## config.mk

```make
export PLATFORM = sky130hd
export DESIGN_NAME = rename_controller
export DESIGN_NICKNAME = d
export VERILOG_FILES = /design/src/rtl/rename_pkg.sv /design/src/rtl/tag_free_list.sv /design/src/rtl/rename_controller.sv
export SDC_FILE = /design/constraint.sdc
export NUM_CORES = 1
export LEC_CHECK = 0
export ABC_CLOCK_PERIOD_IN_PS = 9240
export BUFFER_PORTS_ARGS = -buffer_cell sky130_fd_sc_hd__buf_2
export CORE_ASPECT_RATIO = 1.4
export CORE_UTILIZATION = 50
export DETAILED_ROUTE_END_ITERATION = 10
export PLACE_DENSITY = 0.65
export SLEW_MARGIN = 20
export SYNTH_ARGS = -nofsm -noshare
export SYNTH_HDL_FRONTEND = slang
export SYNTH_SLANG_ARGS = --single-unit
```

## constraint.sdc

```tcl
create_clock -name clock -period 9.24 [get_ports clock]
set_clock_uncertainty 0.15 [all_clocks]
set_input_delay 0.924 -clock clock [delete_from_list [all_inputs] [get_ports clock]]
set_output_delay 0.924 -clock clock [all_outputs]
set_load 0.05 [all_outputs]
```

## src/rtl/rename_pkg.sv

```systemverilog
`default_nettype none
// +--------------------------------------------------------------------+
// | rename_pkg : shared widths, tag/reg types and defaults for rename   |
// | Revision   : 1.0                                                     |
// +--------------------------------------------------------------------+
package rename_pkg;

   localparam int TAG_BITS = 8;
   localparam int REG_BITS = 5;
   localparam int CNT_BITS = 6;

   typedef logic [TAG_BITS-1:0] tag_t;
   typedef logic [REG_BITS-1:0] reg_t;

   localparam tag_t NULL_TAG         = 8'h00;
   localparam reg_t ZERO_REG_DEFAULT = 5'd31;
   localparam int   NUM_TAGS_DEFAULT = 32;

endpackage

`default_nettype wire

```

## src/rtl/tag_free_list.sv

```systemverilog
`default_nettype none
// +--------------------------------------------------------------------+
// | tag_free_list : circular tag buffer, 2 pops + 2 pushes per cycle    |
// | Revision      : 1.0                                                  |
// +--------------------------------------------------------------------+
module tag_free_list
   import rename_pkg::*;
#(
   parameter int NUM_TAGS = NUM_TAGS_DEFAULT,
   localparam int IDX_BITS = $clog2(NUM_TAGS)
) (
   input  logic                clock,
   input  logic                reset,
   input  logic [1:0]          pop_cnt,
   output tag_t                pop_tag0,
   output tag_t                pop_tag1,
   input  logic                push1_valid,
   input  tag_t                push1_tag,
   input  logic                push2_valid,
   input  tag_t                push2_tag,
   output logic [CNT_BITS-1:0] count,
   output logic                overflow
);

   tag_t                array_q [NUM_TAGS];
   tag_t                array_d [NUM_TAGS];
   logic [IDX_BITS-1:0] head_q, head_d;
   logic [IDX_BITS-1:0] tail_q, tail_d;
   logic [IDX_BITS-1:0] push2_idx;
   logic [CNT_BITS-1:0] count_q, count_d;
   logic [CNT_BITS-1:0] avail;
   logic [1:0]          push_cnt;
   logic                overflow_q, overflow_d;
   logic                push1_req, push2_req, push1_ok, push2_ok;

   function automatic logic [IDX_BITS-1:0] wrap_add(input logic [IDX_BITS-1:0] ptr,
                                                     input logic [1:0]          n);
      logic [IDX_BITS:0] sum;
      sum = {1'b0, ptr} + (IDX_BITS+1)'(n);
      if (sum >= (IDX_BITS+1)'(NUM_TAGS)) begin
         sum = sum - (IDX_BITS+1)'(NUM_TAGS);
      end
      return sum[IDX_BITS-1:0];
   endfunction

   assign pop_tag0 = array_q[head_q];
   assign pop_tag1 = array_q[wrap_add(head_q, 2'd1)];
   assign count    = count_q;
   assign overflow = overflow_q;

   // Push room is judged after this cycle's pops; pops only read registered entries.
   always_comb begin
      push1_req = push1_valid && (push1_tag != NULL_TAG);
      push2_req = push2_valid && (push2_tag != NULL_TAG);
      avail     = count_q - CNT_BITS'(pop_cnt);
      push1_ok  = push1_req && (avail < CNT_BITS'(NUM_TAGS));
      push2_ok  = push2_req && ((avail + CNT_BITS'(push1_ok)) < CNT_BITS'(NUM_TAGS));
      push_cnt  = 2'(push1_ok) + 2'(push2_ok);
      push2_idx = push1_ok ? wrap_add(tail_q, 2'd1) : tail_q;

      array_d = array_q;
      if (push1_ok) begin
         array_d[tail_q] = push1_tag;
      end
      if (push2_ok) begin
         array_d[push2_idx] = push2_tag;
      end

      head_d     = wrap_add(head_q, pop_cnt);
      tail_d     = wrap_add(tail_q, push_cnt);
      count_d    = avail + CNT_BITS'(push_cnt);
      overflow_d = overflow_q | (push1_req & ~push1_ok) | (push2_req & ~push2_ok);
   end

   always_ff @(posedge clock) begin
      if (reset) begin
         for (int i = 0; i < NUM_TAGS; i++) begin
            array_q[i] <= TAG_BITS'(i + 1);
         end
         head_q     <= '0;
         tail_q     <= '0;
         count_q    <= CNT_BITS'(NUM_TAGS);
         overflow_q <= 1'b0;
      end else begin
         array_q    <= array_d;
         head_q     <= head_d;
         tail_q     <= tail_d;
         count_q    <= count_d;
         overflow_q <= overflow_d;
      end
   end

endmodule

`default_nettype wire

```

## src/rtl/rename_controller.sv

```systemverilog
`default_nettype none
// +--------------------------------------------------------------------+
// | rename_controller : 2-wide dispatch tag allocation and map writes   |
// | Revision          : 1.0                                              |
// +--------------------------------------------------------------------+
module rename_controller
   import rename_pkg::*;
#(
   parameter int   NUM_TAGS = NUM_TAGS_DEFAULT,
   parameter reg_t ZERO_REG = ZERO_REG_DEFAULT
) (
   input  logic                clock,
   input  logic                reset,
   input  logic                disp1_valid,
   input  reg_t                disp1_dest_reg,
   input  logic                disp2_valid,
   input  reg_t                disp2_dest_reg,
   output logic                disp_stall,
   output tag_t                disp1_tag,
   output tag_t                disp2_tag,
   output reg_t                mt_reg1,
   output tag_t                mt_tag1,
   output logic                mt_write1,
   output reg_t                mt_reg2,
   output tag_t                mt_tag2,
   output logic                mt_write2,
   input  logic                free1_valid,
   input  tag_t                free1_tag,
   input  logic                free2_valid,
   input  tag_t                free2_tag,
   output logic [CNT_BITS-1:0] free_count,
   output logic                overflow_err
);

   logic       need1, need2, grant, same_dest;
   logic [1:0] need, pop_cnt;
   tag_t       pop_tag0, pop_tag1;

   tag_free_list #(
      .NUM_TAGS    (NUM_TAGS)
   ) u_free_list (
      .clock       (clock),
      .reset       (reset),
      .pop_cnt     (pop_cnt),
      .pop_tag0    (pop_tag0),
      .pop_tag1    (pop_tag1),
      .push1_valid (free1_valid),
      .push1_tag   (free1_tag),
      .push2_valid (free2_valid),
      .push2_tag   (free2_tag),
      .count       (free_count),
      .overflow    (overflow_err)
   );

   // All-or-nothing grant against the registered count, so same-cycle frees never help.
   always_comb begin
      need1     = disp1_valid && (disp1_dest_reg != ZERO_REG);
      need2     = disp2_valid && (disp2_dest_reg != ZERO_REG);
      need      = 2'(need1) + 2'(need2);
      grant     = !reset && (CNT_BITS'(need) <= free_count);
      same_dest = need1 && need2 && (disp1_dest_reg == disp2_dest_reg);
      pop_cnt   = grant ? need : 2'd0;

      disp_stall = !grant;
      disp1_tag  = (grant && need1) ? pop_tag0 : NULL_TAG;
      disp2_tag  = NULL_TAG;
      if (grant && need2) begin
         disp2_tag = need1 ? pop_tag1 : pop_tag0;
      end

      // Younger slot owns the mapping when both target the same register.
      mt_reg1   = disp1_dest_reg;
      mt_tag1   = disp1_tag;
      mt_write1 = grant && need1 && !same_dest;
      mt_reg2   = disp2_dest_reg;
      mt_tag2   = disp2_tag;
      mt_write2 = grant && need2;
   end

endmodule

`default_nettype wire

```

==> results <==
- The flow ran to the end, and the final reports show no timing, DRC or antenna violations.
- For this run, design rule violations remaining after detail routing come to 0.
- Setup violations remaining at the end of the flow were counted as 0.
- STA classifies the critical path startpoint as a primary input.
- After synthesis, the largest area contributor takes up 29.96% of total cell area.
- The number of top-level pins is 84.
- The analysis attributes to cell leakage a power of 7.140 nW.
- The per-cell routed wire length is 28.71 um.
- The final cell count without fillers is 2,200.
- Setup slack on the worst reg-to-reg path comes out at 3740 ps.
- The first element of the critical path is disp1_dest_reg[2].
- The required time at the endpoint of the critical path is 9560 ps.
- Once placement finished, the instance area stood at 18,630 um2.
- The aggregate global-route resource usage is 33.84%.
- The initial antenna violation count was 3.
- Cells with a size suffix above 1 make up 26.83% of the layout.
- The synthesized area is 18,240 um2.
- TritonCTS built the clock tree.
- Measured in cells, the most critical reg-to-reg path has a length of 14.
- STA puts the critical path data arrival time at 6910 ps.
- The die width is 163.4 um.
- The cell that appears most often on the critical path is ha_1.
- The initial utilization of the core area, before any placement, comes to 50.79%.
- The worst path uses 71.36% of the clock period.
- TritonCTS created 29 clock buffers.
- The largest vdd supply drop is 0.2578 mV.
- The setup fix buffers added after clock tree synthesis is 0.
- The worst-case hold path end point is u_free_list.overflow.
- In this run the tightest slew margin relative to its limit is 26.89%.
- The weighted congestion reported at the end of routability-driven placement is 0.9505.
- For this design, the sink count on the clock tree is 273.
- In this run the core area contains 82 standard-cell rows.
- For this block, the initial DRC count from the detailed router was 1,728.
- The level count of the clock H-tree is 1.
- Setup repair after global routing left no endpoint under its margin.
- The total area inside the core boundary comes to 35,910 um2.
- The floorplan step set the die height to 228.0 um.
- OpenSTA, run right after detailed placement, puts the worst setup slack at 1757 ps.
- The maximum count of clock buffers along a single path is 3.
- The placed instance count is 2,147.
- The clock root buffer master is clkbuf_16.
- The largest net degree at the start of global routing is 100.
- The die covers 37,260 um2.
- The number of pins exceeding their max-slew limit in the final report is 0.
- The count of port buffers added during placement is 83.
- The number of distinct library cells after synthesis is 58.
- Walking the worst path, the cells encountered are buf_2 -> nand3_1 -> o21ai_1 -> inv_2 -> ha_1 -> inv_1 -> ha_1 -> a2111oi_0 -> nor2_1 -> nand2_1 -> ha_1 -> nor2b_1 -> o31a_1 -> nor3_4 -> nand3_1 -> o221ai_2 -> nand2_1 -> mux2_2.
- After clock tree synthesis, the clock-pin slew on the worst setup and hold paths is 70 ps.
- The number of global-route vias before repair was 14,164.
- Overall power consumption after layout is estimated at 3.557 mW.
- The ratio of routed vias to standard cells is 6.843.
- The post-synth net total is 1,822.
- For the pin with the worst max-slew slack, the measured transition is 1094 ps.
- The relative area change from synthesis to final layout is 7.134%.
- The most used flip-flop cell after synthesis is dfxtp_1.
- The average instance area after synthesis is 10.31 um2.
- For this run, the detailed router's first-pass iteration total came to 8.
- The via total after detailed routing is 15,054.
- Across all hold checks on the routed design, the worst slack comes to 294.2 ps.
- Setup slack on the critical path of the routed design comes to 2647 ps.
- The total overflow left after global routing is 0.
- The final critical-path required period is 6593 ps.
- Fill cells in the final layout number 3,148.
- Along the worst path, the maximum fanout reaches 34.
- The capturing element type of the critical path is a register.
- The number of failing hold endpoints at the final stage is 0.
- Among all stages on the critical path, the largest delay is contributed by nor3_4.
- Summing the sequential cell areas from Yosys gives 29.96% of the chip area.
- The final antenna-violating net count is 0.
- Counting instances, the worst hold path has a depth of 2.
- The number of hold buffers added after CTS was 0.
- Dividing total power by cell area gives a power density of 182.0 nW/um2.
- Ranked by total cell area, the synthesized netlist is headed by dfxtp_1 30%, mux4_2 20%, mux2i_1 12%.
- The worst flop-to-flop path startpoint is u_free_list.count[1].
- In this design, the stage delay of the slowest critical-path cell is 860 ps.
- After technology mapping, the gate count stands at 1,770.
- The post-layout utilization of the core is 54.42%.
- In this run the critical register-to-register path is captured at u_free_list.array_q[1].
- The multi-input combinational cells in the finished layout cover a total of 11,880 um2.
- For this run, the top clock speed supported by timing is 0.1517 GHz.
- The warning count from the yosys run is 0.
- The final design instance area without fill is 19,540 um2.
- Detailed placement ended at an HPWL of 42,200 um.
- The final layout contains routed wiring with a total length of 63,170 um.
- The critical path is of the primary input to register type.
- The start point of the worst min-delay path is u_free_list.overflow.
- Leaving out fill and tap cells, the most frequent cell in the layout is dfxtp_1.
- The layout net count is 1,768.
- After routing, the total negative slack on setup checks comes to 0 ps.
- The number of flip-flops and latches in the synthesized netlist is 273.
- The worst hold-check path type is register to register.
- Max-cap violations in this run came to 0.
- Of all flip-flops after synthesis, the portion carrying an async set or reset was 0%.
- Leaving out fill and tap cells, the most frequent cells in the layout are 270 x dfxtp_1, 216 x mux2i_1, 160 x mux4_2, 127 x nand2_1, 104 x mux2_2.
- The count of instances resized after the clock tree is built is 0.
- The sequential cell area in the final layout is 5472 um2.
- The first global-routing pass estimated 93,380 um of wire.
- dfxtp_1 takes more of the synthesized area than any other cell.
- For the worst-skew pair, the clock arrives at the later sink with an insertion delay of 570 ps.
- The number of flops mapped to enable cells by yosys is 0.
==> cell usage after synthesis, types with 3 or more instances <==
library cell	instances
a211o_1	54
nor2_2	4
nor4_1	4
mux2i_1	216
mux2_1	7
and2_1	12
nand2_2	19
o21ai_0	97
nand2b_1	3
mux2_2	104
buf_1	27
a21oi_1	63
nor3_1	3
mux4_2	160
nand2_4	3
clkbuf_1	109
a221o_1	11
or4_1	3
and3_1	28
dfxtp_1	273
nor2_1	92
buf_4	27
a22o_1	5
xor2_1	14
a211oi_1	81
buf_2	33
o21ai_1	4
or3_1	6
nor2b_1	92
xnor2_1	7
ha_1	18
nand3_1	13
nand2_1	127
inv_1	20
==> logic make-up after synthesis <==
kind of cell / Yosys count / share of synthesized area (%)
fa+ha+maj: 20 / 1.454
xor+xnor: 21 / 1.008
simple gates: 422 / 11.82
compound gates: 329 / 11.98
mux: 487 / 38.46
flops: 273 / 29.96
buf+inv: 218 / 5.309
==> worst max path at each step <==
stage | cells after the start | to
floorplan | 28 | u_free_list.count[5]
global placement | 18 | u_free_list.array_q[1]
detailed placement | 18 | u_free_list.array_q[1]
CTS | 18 | u_free_list.array_q[1]
global route | 18 | u_free_list.array_q[1]
finish | 18 | u_free_list.array_q[1]
==> where the power goes <==
group          total [mW]  switching (mW)  internal, mW  leakage, nW
Clock                1.14           0.511         0.628        0.435
Combinational        1.13           0.707         0.425         4.50
Sequential           1.29          0.0635          1.22         2.21
==> per-layer routing <==
metal	vias to the layer above	GRT usage, %	routed length (um)
met4	4	24.09	5253
met3	227	4.655	4863
met2	847	53.31	29320
li1	6474	-	-
met1	7502	42.34	23710
met5	-	0	25
==> area by class of cell <==
| cell class | count | share of cell area [%] |
|---|---|---|
| diodes | 1 | 0.01281 |
| clock buffers | 45 | 4.335 |
| clock inverters | 7 | 0.2305 |
| inverters | 21 | 0.4034 |
| multi-input cells | 1279 | 60.77 |
| flip-flops and latches | 273 | 28.00 |
| well taps | 462 | 2.958 |
| repair buffers | 112 | 3.291 |
==> critical path: cells and delay by family <==
kind	cells	cell delay, ps
compound gates	4	1980
buf+inv	3	350
fa+ha+maj	3	850
mux	1	380
simple gates	7	2420
==> sequential cells by signal, summed over array words and instances (netlist names) <==
| register | count |
|---|---|
| u_free_list.head_q | 5 |
| u_free_list.overflow | 1 |
| u_free_list.tail_q | 5 |
| u_free_list.array_q | 256 |
| u_free_list.count | 6 |
(Power assumes the default switching activity.)
